$ cat src/rtl/comparador_pkg.sv
// Shared types and helpers for the digit-serial magnitude comparator.
package comparador_pkg;

  typedef enum logic {
    IDLE = 1'b0,
    RUN  = 1'b1
  } state_t;

  // Result flags packed as {gt, lt, eq}; RES_NONE means the compare is not yet decided.
  localparam logic [2:0] RES_GT   = 3'b100;
  localparam logic [2:0] RES_LT   = 3'b010;
  localparam logic [2:0] RES_EQ   = 3'b001;
  localparam logic [2:0] RES_NONE = 3'b000;

  // Offset-binary view of a sign bit: inverting it makes a two's-complement
  // order match the unsigned order.
  function automatic logic sign_flip(input logic msb, input logic flip);
    return msb ^ flip;
  endfunction

endpackage

$ cat src/rtl/comparador_digito.sv
// Combinational compare of one DIGIT-bit digit; flip_i selects the offset-binary
// view of the digit's top bit (used only for the operand's most significant digit).
module comparador_digito
  import comparador_pkg::*;
#(
  parameter int DIGIT = 8
) (
  input  logic [DIGIT-1:0] a_i,
  input  logic [DIGIT-1:0] b_i,
  input  logic             flip_i,
  output logic             gt_o,
  output logic             lt_o
);

  logic [DIGIT-1:0] a_x;
  logic [DIGIT-1:0] b_x;

  always_comb begin
    a_x            = a_i;
    b_x            = b_i;
    a_x[DIGIT-1]   = sign_flip(a_i[DIGIT-1], flip_i);
    b_x[DIGIT-1]   = sign_flip(b_i[DIGIT-1], flip_i);
  end

  assign gt_o = (a_x > b_x);
  assign lt_o = (a_x < b_x);

endmodule

$ cat src/rtl/comparador_secuencial_param.sv
// Digit-serial magnitude comparator: MSB digit first, early exit on the first
// differing digit, registered flags with a start/busy/done handshake.
module comparador_secuencial_param
  import comparador_pkg::*;
#(
  parameter int WIDTH = 32,
  parameter int DIGIT = 8
) (
  input  logic             clk,
  input  logic             rst,
  input  logic             start,
  input  logic             signed_mode,
  input  logic [WIDTH-1:0] A,
  input  logic [WIDTH-1:0] B,
  output logic             busy,
  output logic             done,
  output logic             q,
  output logic             q_lt,
  output logic             q_eq
);

  localparam int NDIG = WIDTH / DIGIT;
  localparam int IDXW = (NDIG > 1) ? $clog2(NDIG) : 1;

  state_t            state_q;
  logic [WIDTH-1:0]  a_q;
  logic [WIDTH-1:0]  b_q;
  logic              signed_q;
  logic [IDXW-1:0]   idx_q;
  logic              busy_q;
  logic              done_q;
  logic [2:0]        flags_q;

  logic              dig_gt;
  logic              dig_lt;
  logic              flip;
  logic              last_dig;
  logic [2:0]        res_d;

  // Operands shift left as digits are consumed, so the digit under test is always the top one.
  assign flip     = signed_q & (idx_q == '0);
  assign last_dig = (idx_q == IDXW'(NDIG - 1));

  comparador_digito #(
    .DIGIT (DIGIT)
  ) u_digito (
    .a_i    (a_q[WIDTH-1 -: DIGIT]),
    .b_i    (b_q[WIDTH-1 -: DIGIT]),
    .flip_i (flip),
    .gt_o   (dig_gt),
    .lt_o   (dig_lt)
  );

  always_comb begin
    res_d = RES_NONE;
    if (dig_gt) begin
      res_d = RES_GT;
    end else if (dig_lt) begin
      res_d = RES_LT;
    end else if (last_dig) begin
      res_d = RES_EQ;
    end
  end

  always_ff @(posedge clk or posedge rst) begin
    if (rst) begin
      state_q  <= IDLE;
      a_q      <= '0;
      b_q      <= '0;
      signed_q <= 1'b0;
      idx_q    <= '0;
      busy_q   <= 1'b0;
      done_q   <= 1'b0;
      flags_q  <= RES_NONE;
    end else begin
      done_q <= 1'b0;
      case (state_q)
        IDLE: begin
          if (start) begin
            a_q      <= A;
            b_q      <= B;
            signed_q <= signed_mode;
            idx_q    <= '0;
            flags_q  <= RES_NONE;
            busy_q   <= 1'b1;
            state_q  <= RUN;
          end
        end
        RUN: begin
          if (res_d != RES_NONE) begin
            flags_q <= res_d;
            done_q  <= 1'b1;
            busy_q  <= 1'b0;
            state_q <= IDLE;
          end else begin
            idx_q <= idx_q + IDXW'(1);
            a_q   <= a_q << DIGIT;
            b_q   <= b_q << DIGIT;
          end
        end
        default: begin
          state_q <= IDLE;
          busy_q  <= 1'b0;
        end
      endcase
    end
  end

  assign busy = busy_q;
  assign done = done_q;
  assign q    = flags_q[2];
  assign q_lt = flags_q[1];
  assign q_eq = flags_q[0];

endmodule

$ cat config.mk
export PLATFORM = sky130hd
export DESIGN_NAME = comparador_secuencial_param
export DESIGN_NICKNAME = d
export VERILOG_FILES = /design/src/rtl/comparador_pkg.sv /design/src/rtl/comparador_digito.sv /design/src/rtl/comparador_secuencial_param.sv
export SDC_FILE = /design/constraint.sdc
export NUM_CORES = 1
export LEC_CHECK = 0
export CAP_MARGIN = 20
export CORE_MARGIN = 2
export CORE_UTILIZATION = 55
export DETAILED_ROUTE_END_ITERATION = 10
export PLACE_DENSITY = 0.85
export REMOVE_ABC_BUFFERS = 1
export SETUP_SLACK_MARGIN = 0.4
export SLEW_MARGIN = 40
export SYNTH_ARGS = -nofsm -noshare
export SYNTH_HDL_FRONTEND = slang
export SYNTH_SLANG_ARGS = --single-unit
$ cat constraint.sdc
create_clock -name clk -period 3.9 [get_ports clk]
set_input_delay 0.585 -clock clk [delete_from_list [all_inputs] [get_ports clk]]
set_output_delay 0.585 -clock clk [all_outputs]
set_load 0.02 [all_outputs]
==> impl_metrics.tcl <==
set metrics [dict create \
    fin_setup_tns_ps 0 \
    combPwrFrac 0.410 \
    timing.hold.ws_ps 478.2 \
    synth_enable_flop_cells 0 \
    total_area_of_sequential_cells_um2 1828 \
    power.share.clock 0.206 \
    boundaryPins 73 \
    internal-power_w 0.002201 \
    cts.htree.levels 3 \
    area_of_the_multi_input_gates_um2 1541 \
    post_synth_num_cell_types 39 \
    gr-usage-met2 0.4286 \
    crit_path_class "reg -> reg" \
    n_antenna_cell 0 \
    first_pass_iters 5 \
    filler_cell_count 473 \
    synth.area.top_cells "sky130_fd_sc_hd__dfrtp_1, sky130_fd_sc_hd__o22ai_1, sky130_fd_sc_hd__nand2_1" \
    core_area_um2 6314 \
    global_route_wire_length_before_repair_mm 14.94 \
    syn-instance-count 355 \
    postCtsSetupBuffers 0 \
    yosys_most_used_dff "sky130_fd_sc_hd__dfrtp_1" \
    vias 3053 \
    clock_tree_from_tritoncts "built" \
    critPathTopFamily "compound AO/OA/AOI/OAI gates" \
    portBuffers 72 \
    critPathMaxFanout 23 \
    die-area_um2 7136 \
    hold_viol 0 \
    ff2ff_setup_slack_ps 1230 \
    net_switching_power_w 0.001411 \
    cts_buffers 9 \
    seq_area_frac_synth 0.5128 \
    critical_path.n_buffers_inverters 1 \
    clk_transition_reported_paths_ps 80 \
    use_met1 0.3591 \
    slew-limit-headroom 0.5792 \
    root_buffer "sky130_fd_sc_hd__clkbuf_8" \
    drc 0 \
    timing.critical_path.from "a_q[30]" \
    status "complete, no violations" \
    synthMostInstantiatedCell "sky130_fd_sc_hd__dfrtp_1" \
    grt_pass1_vias 3111 \
    cts_buffer_depth 2 \
    drtAntennaViolNets 0 \
    number_of_register_bits_inferred_by_synthesis 73 \
    yosysWarningCount 0 \
    irDropWorstVdd_v 0.0005083 \
    post_drt_via_cell_ratio 6.131 \
    worst_clock_skew_ps 11.66 \
    yosysTopAreaCellShare 0.5128 \
    pwr_cell_area_nw_per_um2 795.7 \
    hold_path_start "a_q[18]" \
    timing.fmax_mhz 373.9 \
    die_w_um 84.48 \
    gpl.final_weighted_congestion 0.7880 \
    max_cap_violations 0 \
    r2r_start "a_q[30]" \
    fp.dieH_um 84.48 \
    pwr-share-seq 0.384 \
    synthesis.area_per_instance_um2 10.03 \
    antenna_violations_before_repair 0 \
    critical_path_required_ps 4170 \
    cp_slowest_cell "sky130_fd_sc_hd__a21o_1" \
    floorplan.initialDensity 0.5642 \
    met3_usage 0.03933 \
    drt_iter0_markers 264 \
    worst_path_largest_cell_delay_ps 500 \
    gr-max-usage-layer "met2" \
    drv_slew 0 \
    netlist_area_um2 3562 \
    endpoint_type_of_the_worst_setup_path "flop" \
    final_min_period_over_clock_period 0.6857 \
    p_leak_nw 1.932 \
    area.growth.synth_to_final_pct 27.43 \
    timing_worst_slew_pin_value_ps 628.8 \
    critical_path.startpoint_type "flop" \
    grt.overflow.total 0 \
    timing.hold.worst.class "reg -> reg" \
    fin_crit_ps 2674 \
    switching_part_of_the_total_power 0.3906 \
    number_of_sinks_handled_by_clock_tree_synthesis 73 \
    grt_setup_unrepaired "no" \
    row_count 29 \
    synth-async-reset-ratio 1.000 \
    wl_per_cell_um 17.83 \
    drt-total-wl_mm 8.880 \
    yosys-top-cells-count "sky130_fd_sc_hd__dfrtp_1, sky130_fd_sc_hd__nand2_1, sky130_fd_sc_hd__o22ai_1" \
    finalSetupViolCount 0 \
    ctsResizeCount 0 \
    timing.critical_path.cells "ha_1 > nand3_1 > nor4_2 > a21o_1 > o21ai_4 > inv_2 > a2bb2oi_1" \
    clock_insertion_delay_worst_skew_ps 350 \
    ratio_of_cells_with_drive_above_1_in_the_final_layout 0.08076 \
    nets 493 \
    synth_area_leader_cell "sky130_fd_sc_hd__dfrtp_1" \
    maximum_number_of_pins_on_one_net_before_global_route_repair 64 \
    groute.usage.overall 0.2670 \
    cp_data_arrival_time_ps 2940 \
    postCtsHoldBufs 0 \
    dp_hpwl_mm 5.939 \
]
## area by class of cell
cell class,count,area share
Sequential cell,73,0.4027
Multi-Input combinational cell,242,0.3396
Timing Repair Buffer,77,0.1698
Clock buffer,12,0.03418
Clock inverter,4,0.02178
Tap cell,77,0.02122
Inverter,13,0.01075
## cells by family after synthesis
| family | share of synthesized area |
|---|---|
| mux | 0.02248 |
| flops | 0.5128 |
| xor+xnor | 0.004567 |
| simple gates | 0.1215 |
| fa+ha+maj | 0.03161 |
| buf+inv | 0.05619 |
| compound gates | 0.2508 |
## final timing paths
kind / endpoint / depth (start not counted)
worst max-delay path: a_q[9] / 7
min in group asynchronous: done / 2
max in group asynchronous: state_q / 3
worst min register to register: a_q[26] / 2
worst max register to register: a_q[9] / 7
worst min-delay path: a_q[26] / 2
## cells in the final DEF, fill, tap and decap left out, drive strengths merged, types with 6 or more instances in the layout
| cell | n |
|---|---|
| dfrtp | 73 |
| clkdlybuf4s50 | 72 |
| nand2 | 59 |
| o22ai | 50 |
| a22oi | 22 |
| a21oi | 21 |
| o21ai | 15 |
| nand2b | 14 |
| inv | 13 |
| clkbuf | 12 |
| ha | 9 |
| a2bb2oi | 8 |
| mux2i | 8 |
| o2bb2ai | 8 |
| nand3 | 6 |
## power groups by stage
stage	clock [W]	sequential [W]	combinational, W
final	0.000744	0.00139	0.00148
after global routing	0.000789	0.00144	0.00165
after CTS	0.000754	0.00138	0.00148
after detailed placement	0	0.00139	0.00146
after global placement	0	0.00138	0.00140
after floorplan	0	0.00136	0.00101
## tightest hold or removal path, stage by stage (launching register included)
cell and delay, ps:
sky130_fd_sc_hd__dfrtp_1 350, sky130_fd_sc_hd__nand2_1 50, sky130_fd_sc_hd__nand2_1 60
## metrics by stage
step                      worst slack (ps)    util  area [um2]  total power (W)  std cells
after floorplan                      476.6       -        3411         0.002367        328
after global placement                1258  0.6782        4282         0.002773        482
after detailed placement              1118  0.6786        4284         0.002854        482
after CTS                             1135  0.7188        4538         0.003615        498
after global routing                  1060  0.7190        4539         0.003871        498
final                                 1226  0.7190        4539         0.003612        498
## flip-flops by register name, summed over array words and instances (netlist names)
register  cells
state_q       1
signed_q      1
a_q          32
b_q          32
flags_q       3
idx_q         2
done          1
busy          1
## per-layer routing
metal  wire (um)  up-vias
met5           0        -
met4         189        0
met3         507       20
met2        4422      120
met1        3760     1487
li1            -     1426
Power figures use the tool's default switching activity.
